### config.mk
export PLATFORM = sky130hd
export DESIGN_NAME = i2c_bus_monitor
export DESIGN_NICKNAME = d
export VERILOG_FILES = /design/src/rtl/i2c_bus_monitor.sv
export SDC_FILE = /design/constraint.sdc
export NUM_CORES = 1
export LEC_CHECK = 0
export CAP_MARGIN = 20
export CORE_ASPECT_RATIO = 1.1
export CORE_MARGIN = 4
export CORE_UTILIZATION = 53
export DETAILED_ROUTE_END_ITERATION = 8
export PLACE_DENSITY = 0.85
export SYNTH_ARGS = -nofsm -noshare
export SYNTH_HDL_FRONTEND = slang
export SYNTH_SLANG_ARGS = --single-unit
### constraint.sdc
create_clock -name clk -period 2 [get_ports clk]
set_input_delay 0.3 -clock clk [delete_from_list [all_inputs] [get_ports clk]]
set_output_delay 0.3 -clock clk [all_outputs]
set_load 0.02 [all_outputs]
### src/rtl/i2c_bus_monitor.sv
// i2c_bus_monitor: synchronizes and filters scl/sda, detects START/rSTART/STOP and deserializes bytes into a valid/ready buffer.
// Optional scl-low timeout enabled by defining I2C_MON_TIMEOUT_EN.
module i2c_bus_monitor #(
  parameter int SYNC_STAGES = 2,
  parameter int FILT_LEN = 3,
  parameter logic [15:0] TIMEOUT_CYC = 16'hFFFF
) (
  input  logic       clk,
  input  logic       rst,
  input  logic       scl_in,
  input  logic       sda_in,
  output logic       byte_valid,
  input  logic       byte_ready,
  output logic [7:0] byte_data,
  output logic       byte_ack,
  output logic       byte_first,
  output logic       start_det,
  output logic       rstart_det,
  output logic       stop_det,
  output logic       bus_busy,
  output logic       overrun,
  input  logic       overrun_clr,
  output logic       timeout
);
  localparam int CW = (FILT_LEN > 1) ? $clog2(FILT_LEN) : 1;
  typedef enum logic [1:0] {IDLE, DATA, ACK} state_t;
  state_t state;
  logic [SYNC_STAGES-1:0] s [2];
  logic [CW-1:0] c [2];
  logic [1:0] f, p, pin;
  logic [2:0] bitcnt;
  logic [7:0] shreg;
  logic first, start_c, stop_c, rise, commit, to_hit;
  assign pin = {sda_in, scl_in};
  // index 0 = scl, index 1 = sda
  always_ff @(posedge clk or posedge rst)
    if (rst) begin
      for (int k = 0; k < 2; k++) begin
        s[k] <= '1;
        c[k] <= '0;
      end
      f <= 2'b11;
      p <= 2'b11;
    end else begin
      p <= f;
      for (int k = 0; k < 2; k++) begin
        s[k] <= {s[k][SYNC_STAGES-2:0], pin[k]};
        if (s[k][SYNC_STAGES-1] == f[k]) c[k] <= '0;
        else if (c[k] == CW'(FILT_LEN - 1)) begin
          f[k] <= ~f[k];
          c[k] <= '0;
        end else c[k] <= c[k] + 1'b1;
      end
    end
  // requiring scl high in both samples also excludes simultaneous scl/sda changes
  assign start_c = p[0] & f[0] & p[1] & ~f[1];
  assign stop_c = p[0] & f[0] & ~p[1] & f[1];
  assign rise = ~p[0] & f[0];
  assign commit = (state == ACK) && rise;
`ifdef I2C_MON_TIMEOUT_EN
  logic [15:0] tcnt;
  assign to_hit = bus_busy && !f[0] && (tcnt == TIMEOUT_CYC - 16'd1);
  always_ff @(posedge clk or posedge rst)
    if (rst) tcnt <= '0;
    else tcnt <= (!bus_busy || f[0] || to_hit) ? '0 : tcnt + 16'd1;
`else
  logic unused_timeout_cyc;
  assign unused_timeout_cyc = ^TIMEOUT_CYC;
  assign to_hit = 1'b0;
`endif
  always_ff @(posedge clk or posedge rst)
    if (rst) begin
      state <= IDLE;
      bitcnt <= '0;
      shreg <= '0;
      first <= 1'b0;
      bus_busy <= 1'b0;
      start_det <= 1'b0;
      rstart_det <= 1'b0;
      stop_det <= 1'b0;
      timeout <= 1'b0;
    end else begin
      start_det <= start_c;
      rstart_det <= start_c && (state != IDLE);
      stop_det <= stop_c;
      timeout <= to_hit;
      if (stop_c || to_hit) begin
        state <= IDLE;
        bitcnt <= '0;
        bus_busy <= 1'b0;
      end else if (start_c) begin
        state <= DATA;
        bitcnt <= '0;
        first <= 1'b1;
        bus_busy <= 1'b1;
      end else if (rise && state == DATA) begin
        shreg <= {shreg[6:0], f[1]};
        bitcnt <= bitcnt + 3'd1;
        state <= (bitcnt == 3'd7) ? ACK : DATA;
      end else if (rise && state == ACK) begin
        first <= 1'b0;
        bitcnt <= '0;
        state <= DATA;
      end
    end
  always_ff @(posedge clk or posedge rst)
    if (rst) begin
      byte_valid <= 1'b0;
      byte_data <= '0;
      byte_ack <= 1'b0;
      byte_first <= 1'b0;
      overrun <= 1'b0;
    end else begin
      if (commit && byte_valid && !byte_ready) overrun <= 1'b1;
      else if (overrun_clr) overrun <= 1'b0;
      if (commit && (!byte_valid || byte_ready)) begin
        byte_valid <= 1'b1;
        byte_data <= shreg;
        byte_ack <= ~f[1];
        byte_first <= first;
      end else if (byte_ready) byte_valid <= 1'b0;
    end
endmodule

# --- Word-level counts from Yosys, hierarchy flattened ---
# Cells that the tools add are included.
op_classes:
  n_addsub: 3
  n_eq_ne: 8
  mux: 22
  bitwise: 14
  reduce_logical: 19
op_table:
  columns: ["operator", "count"]
  rows:
  - ["2-to-1 mux 2 bit", 9]
  - ["2-to-1 mux 3 bit", 4]
  - ["nonzero test 2 bit", 5]
  - ["2-to-1 mux 1 bit", 9]
  - ["inverter 1 bit", 8]
  - ["bitwise AND 1 bit", 6]
  - ["equality test 2 bit, second input constant", 3]
  - ["logical AND 1 bit", 6]
  - ["AND reduction 3 bit", 2]
  - ["adder 2 x 1 -> 2 bit, second input constant", 2]
  - ["AND reduction 2 bit", 2]
  - ["nonzero test 4 bit", 1]
  - ["adder 3 x 1 -> 3 bit, second input constant", 1]
  - ["equality test 3 bit, second input constant", 1]
  - ["equality test 1 bit", 2]
  - ["equality test 2 x 1 -> 1 bit, second input constant", 1]
  - ["zero test 1 bit", 2]
  - ["!= test 2 bit, second input constant", 1]
  - ["logical OR 1 bit", 1]
totals:
  register_bits: 42
  in_bits: 6
  output_inout_bits: 17
  wordCells: 86

# --- Depth between registers and ports, before layout ---
# Gate-level depths: netlist of the first run.
logic_depth:
  ltp_word: 7
  mapped_depth: 4
  depth_no_buf: 4

# --- Worst setup path before layout of the first run ---
# Ideal clock, no wire load.
synth_timing:
  path_kind: "register -> register"
  start: "register f[0]"
  end: "register shreg[0]"
  setup_time_ns: 0.125
  arrival_ns: 1.292
  t_required_ns: 1.875
  slack_ns: 0.583
  stages_incl_launch_ff: 4
  n_path_buf: 1
  synth_period_minus_slack_ns: 1.417
  cell_sequence: "dfstp_2 -> and4bb_4 -> buf_6 -> mux2_2"
synth_via:
  elab_chain_len: 5
  elab_cells_between_ends: 10
  cone_classes: "bitwise: 8; reduce/logical: 2"
synth_rtl:
  columns: ["item", "line_no", "rtl"]
  rows:
  - ["start: declaration", "30", "logic [1:0] f, p, pin;"]
  - ["start signal: indexed assignment", "50", "f[k] <= ~f[k];"]
  - ["bitwise AND 1 bit", "56, 57", null]
  - ["bitwise AND 1 bit, on equally long branches (2 in series)", "57, 56", null]
  - ["inverter 1 bit (no source line)", null, null]
  - ["AND reduction 3 bit (no source line) *", null, null]
  - ["end signal: assignment", "97", "shreg <= {shreg[6:0], f[1]};"]
  - ["end: declaration", "32", "logic [7:0] shreg;"]
# Every way passes the cells marked *; elsewhere a longest branch is shown, timed or not.
# A chain may end at the register's enable or synchronous reset.

# --- Worst setup path in the final report of the first run ---
layout_timing:
  start: "register byte_data[0]"
  end: "output byte_data[0]"
layout_lines:
  columns: ["item", "line_no", "rtl"]
  rows:
  - ["start: declaration", "14", "output logic [7:0] byte_data,"]
  - ["start signal: assignment", "118", "byte_data <= shreg;"]
# No word-level cell between the ends.

==> impl_metrics.py, run 1 <==
metrics = {
    "sta": {
        "whs_ps": 357.1,
        "maxSlewViolCount": 0,
        "hold_viol": 0,
        "setup_tns_ps": 0,
        "setup_viol": 0,
        "skew_ps": 8.939,
        "rsz0062_at_grt": "false",
        "fmax_mhz": 612.2,
        "period_minus_slack_ps": 1633,
        "post-route-period-util": 0.8167,
    },
    "grt": {
        "overflow": 0,
        "grt_pass1_vias": 1004,
        "grt_usage": 0.1568,
        "grt_pass1_wl_um": 4554,
        "grt_max_degree": 43,
        "antenna_found_initial": 0,
    },
    "logic_synthesis": {
        "syn_nets": 114,
        "synth_xor_xnor_area_share": 0.02136,
        "synth_top_area_frac": 0.5187,
        "post-synth-top-area-cell": "dfrtp_1",
        "postSynthCellCount": 106,
        "ys.flop_type": "dfrtp_1",
        "synth_area_um2": 1640,
        "synth-seq-cells": 42,
        "yosysMostFrequentCell": "dfrtp_1",
        "synth_edf_count": 0,
        "synthSimpleGateAreaFrac": 0.08772,
        "ys_async_sr_fraction": 1.000,
        "ys_top_cells_by_area": "dfrtp_1, dfstp_2, mux2_4",
        "synth_compound_area_frac": 0.03661,
        "yosys.area_share.adder": 0.01526,
        "ys_seq_area_frac": 0.6468,
        "syn_avg_cell_area_um2": 15.47,
        "ys_types": 29,
        "synth_commonest_cells": "dfrtp_1, mux2_2, mux2_4",
        "synth_top_family_by_area": "multiplexers",
        "synth_mux_area_frac": 0.1640,
        "yosysWarningCount": 0,
    },
    "routing": {
        "vias": 894,
        "avgViaCountPerCell": 5.386,
        "ant_nets": 0,
        "drt_pass1_iterations": 4,
        "route.detailed.drc": 0,
        "postRouteWirelength_um": 2491,
        "drt_iter0_markers": 13,
        "wl_per_cell_um": 15.01,
    },
    "finish": {
        "nFillCells": 214,
        "drive_gt1_frac": 0.2782,
        "seqCellArea_um2": 1061,
        "antennaDiodeCount": 0,
        "stdcell_count": 166,
        "final_util": 0.6687,
        "nets": 140,
        "multi_input_area_um2": 536.8,
        "fin_area_um2": 1924,
        "syn_to_final_growth_pct": 17.32,
    },
    "setup_path": {
        "cpPeakStageDelay_ps": 610,
        "end_kind": "output port",
        "path_cells": "clkdlybuf4s50_1",
        "path_max_fanout": 2,
        "arrival_ps": 1330,
        "path_buf_inv": 1,
        "worstPathRequired_ps": 1700,
        "cp_top_family": "buffers and inverters",
        "criticalPathCategory": "flip-flop to output port",
        "start_kind": "flip-flop",
        "worst_path_max_delay_cell": "clkdlybuf4s50_1",
    },
    "die": {
        "num_rows": 20,
        "ios": 23,
        "initial_core_util": 0.5700,
        "die_w_um": 61.05,
        "design.die.area_um2": 4050,
        "core_um2": 2878,
        "fp.dieH_um": 66.35,
    },
    "power": {
        "powerDensity_nw_per_um2": 1142,
        "ir_drop_mv": 0.9045,
        "leakage_nw": 0.9188,
    },
    "worst_hold_path": {
        "worst_hold_path_type": "primary input to async pin",
    },
    "placement": {
        "place_hpwl_um": 1771,
        "routabilityCongestion": 0.6810,
        "placed_cells_incl_taps": 158,
        "port_buffers": 21,
        "place_area_um2": 1876,
    },
    "flow_run": {
        "max-cap-violations": 0,
    },
    "cts": {
        "cts_root_buf": "clkbuf_4",
        "cts.sinks": 42,
        "clockBufferDepth": 2,
        "numCtsBuffers": 5,
        "cts_tree": "yes",
        "cts_setup_buffers": 0,
        "hold_buffers": 0,
        "htree_levels": 2,
        "ctsResizeCount": 0,
        "clk_latency_ps": 340,
        "path_clk_slew_ps": 110,
    },
    "outcome": {
        "status": "completed",
    },
}
[report_power, final]
group          switching (W)  internal, W
registers           0.000188      0.00109
clock network       0.000237     0.000140
logic               0.000229     0.000315
[state kept, by name, summed over array words and instances, names as in the netlist, 2 cells and up]
name	count
bitcnt	3
byte_data	8
c	4
f	2
p	2
s	4
shreg	8
state	2
[worst paths after layout]
check / startpoint / end / slack, ps / cells past startpoint
hold / removal: rst / shreg[3] / 360 / 3
setup / recovery: byte_data[0] / byte_data[0] / 370 / 1
hold reg to reg: s[0] / s[1] / 360 / 0
max in group asynchronous: rst / s[2] / 1260 / 3
min in group clk: s[0] / s[1] / 360 / 0
setup reg to reg: f[0] / shreg[5] / 500 / 2
[area by class of cell]
type                            instances  area share
Timing Repair Buffer                   22      0.1131
Clock buffer                            8     0.02536
Multi-Input combinational cell         56      0.2789
Inverter                                5    0.009753
Sequential cell                        42      0.5514
Tap cell                               33     0.02146
[kinds of logic (layout without fill, tap and decap cells)]
logic type,Yosys count,after routing
muxes,21,21
DFF,42,42
AOI/OAI and AO/OA,8,8
other,1,1
xor gates and xnor gates,4,4
buffers and inverters,8,35
adders and majority gates,2,2
and+or+nand+nor,20,20
[placed cells by master (no fill, tap or decap), drive strengths merged, types with 3 or more instances in the layout]
cell / instances
nor3b: 3
inv: 5
xnor2: 3
dfstp: 8
mux2: 20
clkbuf: 8
nand2: 5
nor2b: 3
clkdlybuf4s50: 21
a22o: 3
dfrtp: 34
[routing by layer]
layer  global-route usage  vias to the layer above  part of all wire
met5                    0                        -                 0
met4              0.06504                        0             0.024
met3              0.05469                        8             0.050
met2               0.2698                       24              0.52
met1               0.1703                      447              0.40
li1                     -                      415                 -
[through the flow]
step | setup WS (ps) | power (W)
after global routing | 290.6 | 0.002365
final | 366.6 | 0.002198
after CTS | 342.1 | 0.002229
after global placement | 462.9 | 0.001782
after detailed placement | 445.0 | 0.001846
after floorplan | 583.4 | 0.001681
Note: power is estimated with default switching activity, not from simulation.
==> inputs of run 2 (changes only) <==
- clock period: 2 -> 1.6 ns (I/O delays scaled with it)
==> run 2 against run 1 <==
Critical path type unchanged. Combinational power up 32%. Via count is 0.89% lower. Highest routed layer unchanged. Clock power up 22%.
==> impl_metrics.py, run 2 (same netlist as run 1, synthesis figures left out) <==
metrics = {
    "placement": {
        "port_buffers": 21,
        "pre_cts_ws_ps": 105.6,
        "place_hpwl_um": 1787,
        "place_area_um2": 1896,
        "placed_cells_incl_taps": 159,
        "routabilityCongestion": 0.6898,
    },
    "finish": {
        "stdcell_count": 166,
        "final_util": 0.6778,
        "drive_gt1_frac": 0.2857,
        "antennaDiodeCount": 0,
        "nets": 141,
        "final_common_cell": "dfrtp_1",
        "final_cell_mix": "dfrtp_1, clkdlybuf4s50_1, mux2_2",
        "fin_area_um2": 1951,
        "reg_top3": "byte_data: 8 flops, shreg: 8 flops",
        "syn_to_final_growth_pct": 18.92,
    },
    "cts": {
        "cts_tree": "yes",
        "cts_root_buf": "clkbuf_4",
        "htree_levels": 2,
        "clk_latency_ps": 340,
        "numCtsBuffers": 5,
        "clockBufferDepth": 2,
        "cts.sinks": 42,
        "cts_setup_buffers": 0,
        "path_clk_slew_ps": 100,
    },
    "setup_path": {
        "worstPathRequired_ps": 1360,
        "path_buf_inv": 1,
        "cpPeakStageDelay_ps": 610,
        "end_kind": "output port",
        "criticalPathCategory": "flip-flop to output port",
        "cp_top_family": "buffers and inverters",
        "r2r_cells": 3,
        "arrival_ps": 1320,
        "path_max_fanout": 2,
        "rrSetupSlack_ps": 130,
        "path_cells": "clkdlybuf4s50_1",
        "start_kind": "flip-flop",
        "r2r-start": "p[0]",
        "worst_path_max_delay_cell": "clkdlybuf4s50_1",
        "reg2reg_to": "byte_data[0]",
    },
    "power": {
        "p_comb_frac": 0.259,
        "p_seq_frac": 0.574,
        "p_sw_w": 0.0008271,
        "p_int_w": 0.001937,
        "powerDensity_nw_per_um2": 1417,
        "leakage_nw": 0.9738,
        "ir_drop_mv": 1.093,
        "switching_share": 0.2992,
        "power_frac_clock": 0.167,
    },
    "grt": {
        "gr-usage-met1": 0.1539,
        "overflow": 0,
        "grt_usage": 0.1460,
        "grt_pass1_wl_um": 4278,
        "antenna_found_initial": 0,
        "grtUsageMet3": 0.03906,
        "grt_pass1_vias": 994,
        "met2_usage": 0.2513,
        "grt_max_degree": 43,
        "grt-busiest-layer": "met2",
    },
    "sta": {
        "post-route-period-util": 0.9761,
        "setup_tns_ps": 0,
        "period_minus_slack_ps": 1562,
        "setup_slack_ps": 38.20,
        "rsz0062_at_grt": "false",
        "skew_ps": 8.227,
        "maxSlewViolCount": 0,
        "hold_viol": 0,
        "setup_viol": 0,
        "fmax_mhz": 640.3,
    },
    "routing": {
        "avgViaCountPerCell": 5.337,
        "drt_iter0_markers": 11,
        "route.detailed.drc": 0,
        "wl_per_cell_um": 15.39,
        "vias": 886,
        "postRouteWirelength_um": 2554,
        "drt_pass1_iterations": 4,
        "ant_nets": 0,
    },
    "die": {
        "fp.dieH_um": 66.35,
        "core_um2": 2878,
        "num_rows": 20,
        "ios": 23,
        "die_w_um": 61.05,
        "design.die.area_um2": 4050,
        "initial_core_util": 0.5700,
    },
    "outcome": {
        "status": "completed",
    },
    "flow_run": {
        "max-cap-violations": 0,
    },
    "worst_hold_path": {
        "worst_hold_path_type": "primary input to async pin",
    },
}
==> run 2: cell count changes in the layout (fill, tap and decap cells not counted), sizes merged <==
cell,delta
buf,+1
clkbuf,-1
clkdlybuf4s50,-4
dlymetal6s2s,+4
==> run 2: worst max path at each step <==
stage	from	slack, ps	cells after the start	end
2_1_floorplan	f[0]	180	3	shreg[0]
3_3_place_gp	byte_ready	120	4	byte_data[3]
3_5_place_dp	byte_ready	110	4	byte_data[0]
4_1_cts	byte_data[0]	1	1	byte_data[0]
5_1_grt	byte_data[7]	3	1	byte_data[7]
6_report	byte_data[3]	40	1	byte_data[3]
==> run 2: worst min-delay path: cells and delay by family <==
kind     cells  cell delay, ps
buf+inv      3             710
==> run 2: metal layers <==
metal	wire (um)	up-vias
li1	-	415
met5	0	-
met2	1323	24
met1	1022	439
met3	135	8
met4	74	0
==> run 2: cell type report <==
type	count	area, um^2
sequential	42	1061
clock buffer	7	45.04
inverter	5	18.77
timing repair buffer	23	247.7
fill	207	927.1
tap	33	41.29
multi-input combinational	56	536.8
==> run 2: power groups by stage <==
stage | Clock, W | Combinational, W | Sequential, W
4_1_cts | 0.000477 | 0.000733 | 0.00159
3_3_place_gp | 0 | 0.000682 | 0.00157
3_5_place_dp | 0 | 0.000732 | 0.00160
2_1_floorplan | 0 | 0.000533 | 0.00157
5_1_grt | 0.000514 | 0.000792 | 0.00162
6_report | 0.000461 | 0.000717 | 0.00159
==> run 2: metrics by stage <==
step | power [W] | hold WS (ps)
finish | 0.002764 | 241.3
CTS | 0.002796 | 246.6
global route | 0.002930 | 286.4
floorplan | 0.002101 | 244.5
global placement | 0.002252 | 346.1
detailed placement | 0.002336 | 347.9
==> run 2: timing repair <==
| item | CTS | global route |
|---|---|---|
| setup endpoints to repair | 0 | 4 |
| hold buffers | 0 | 0 |
| resized for setup | 0 | 4 |
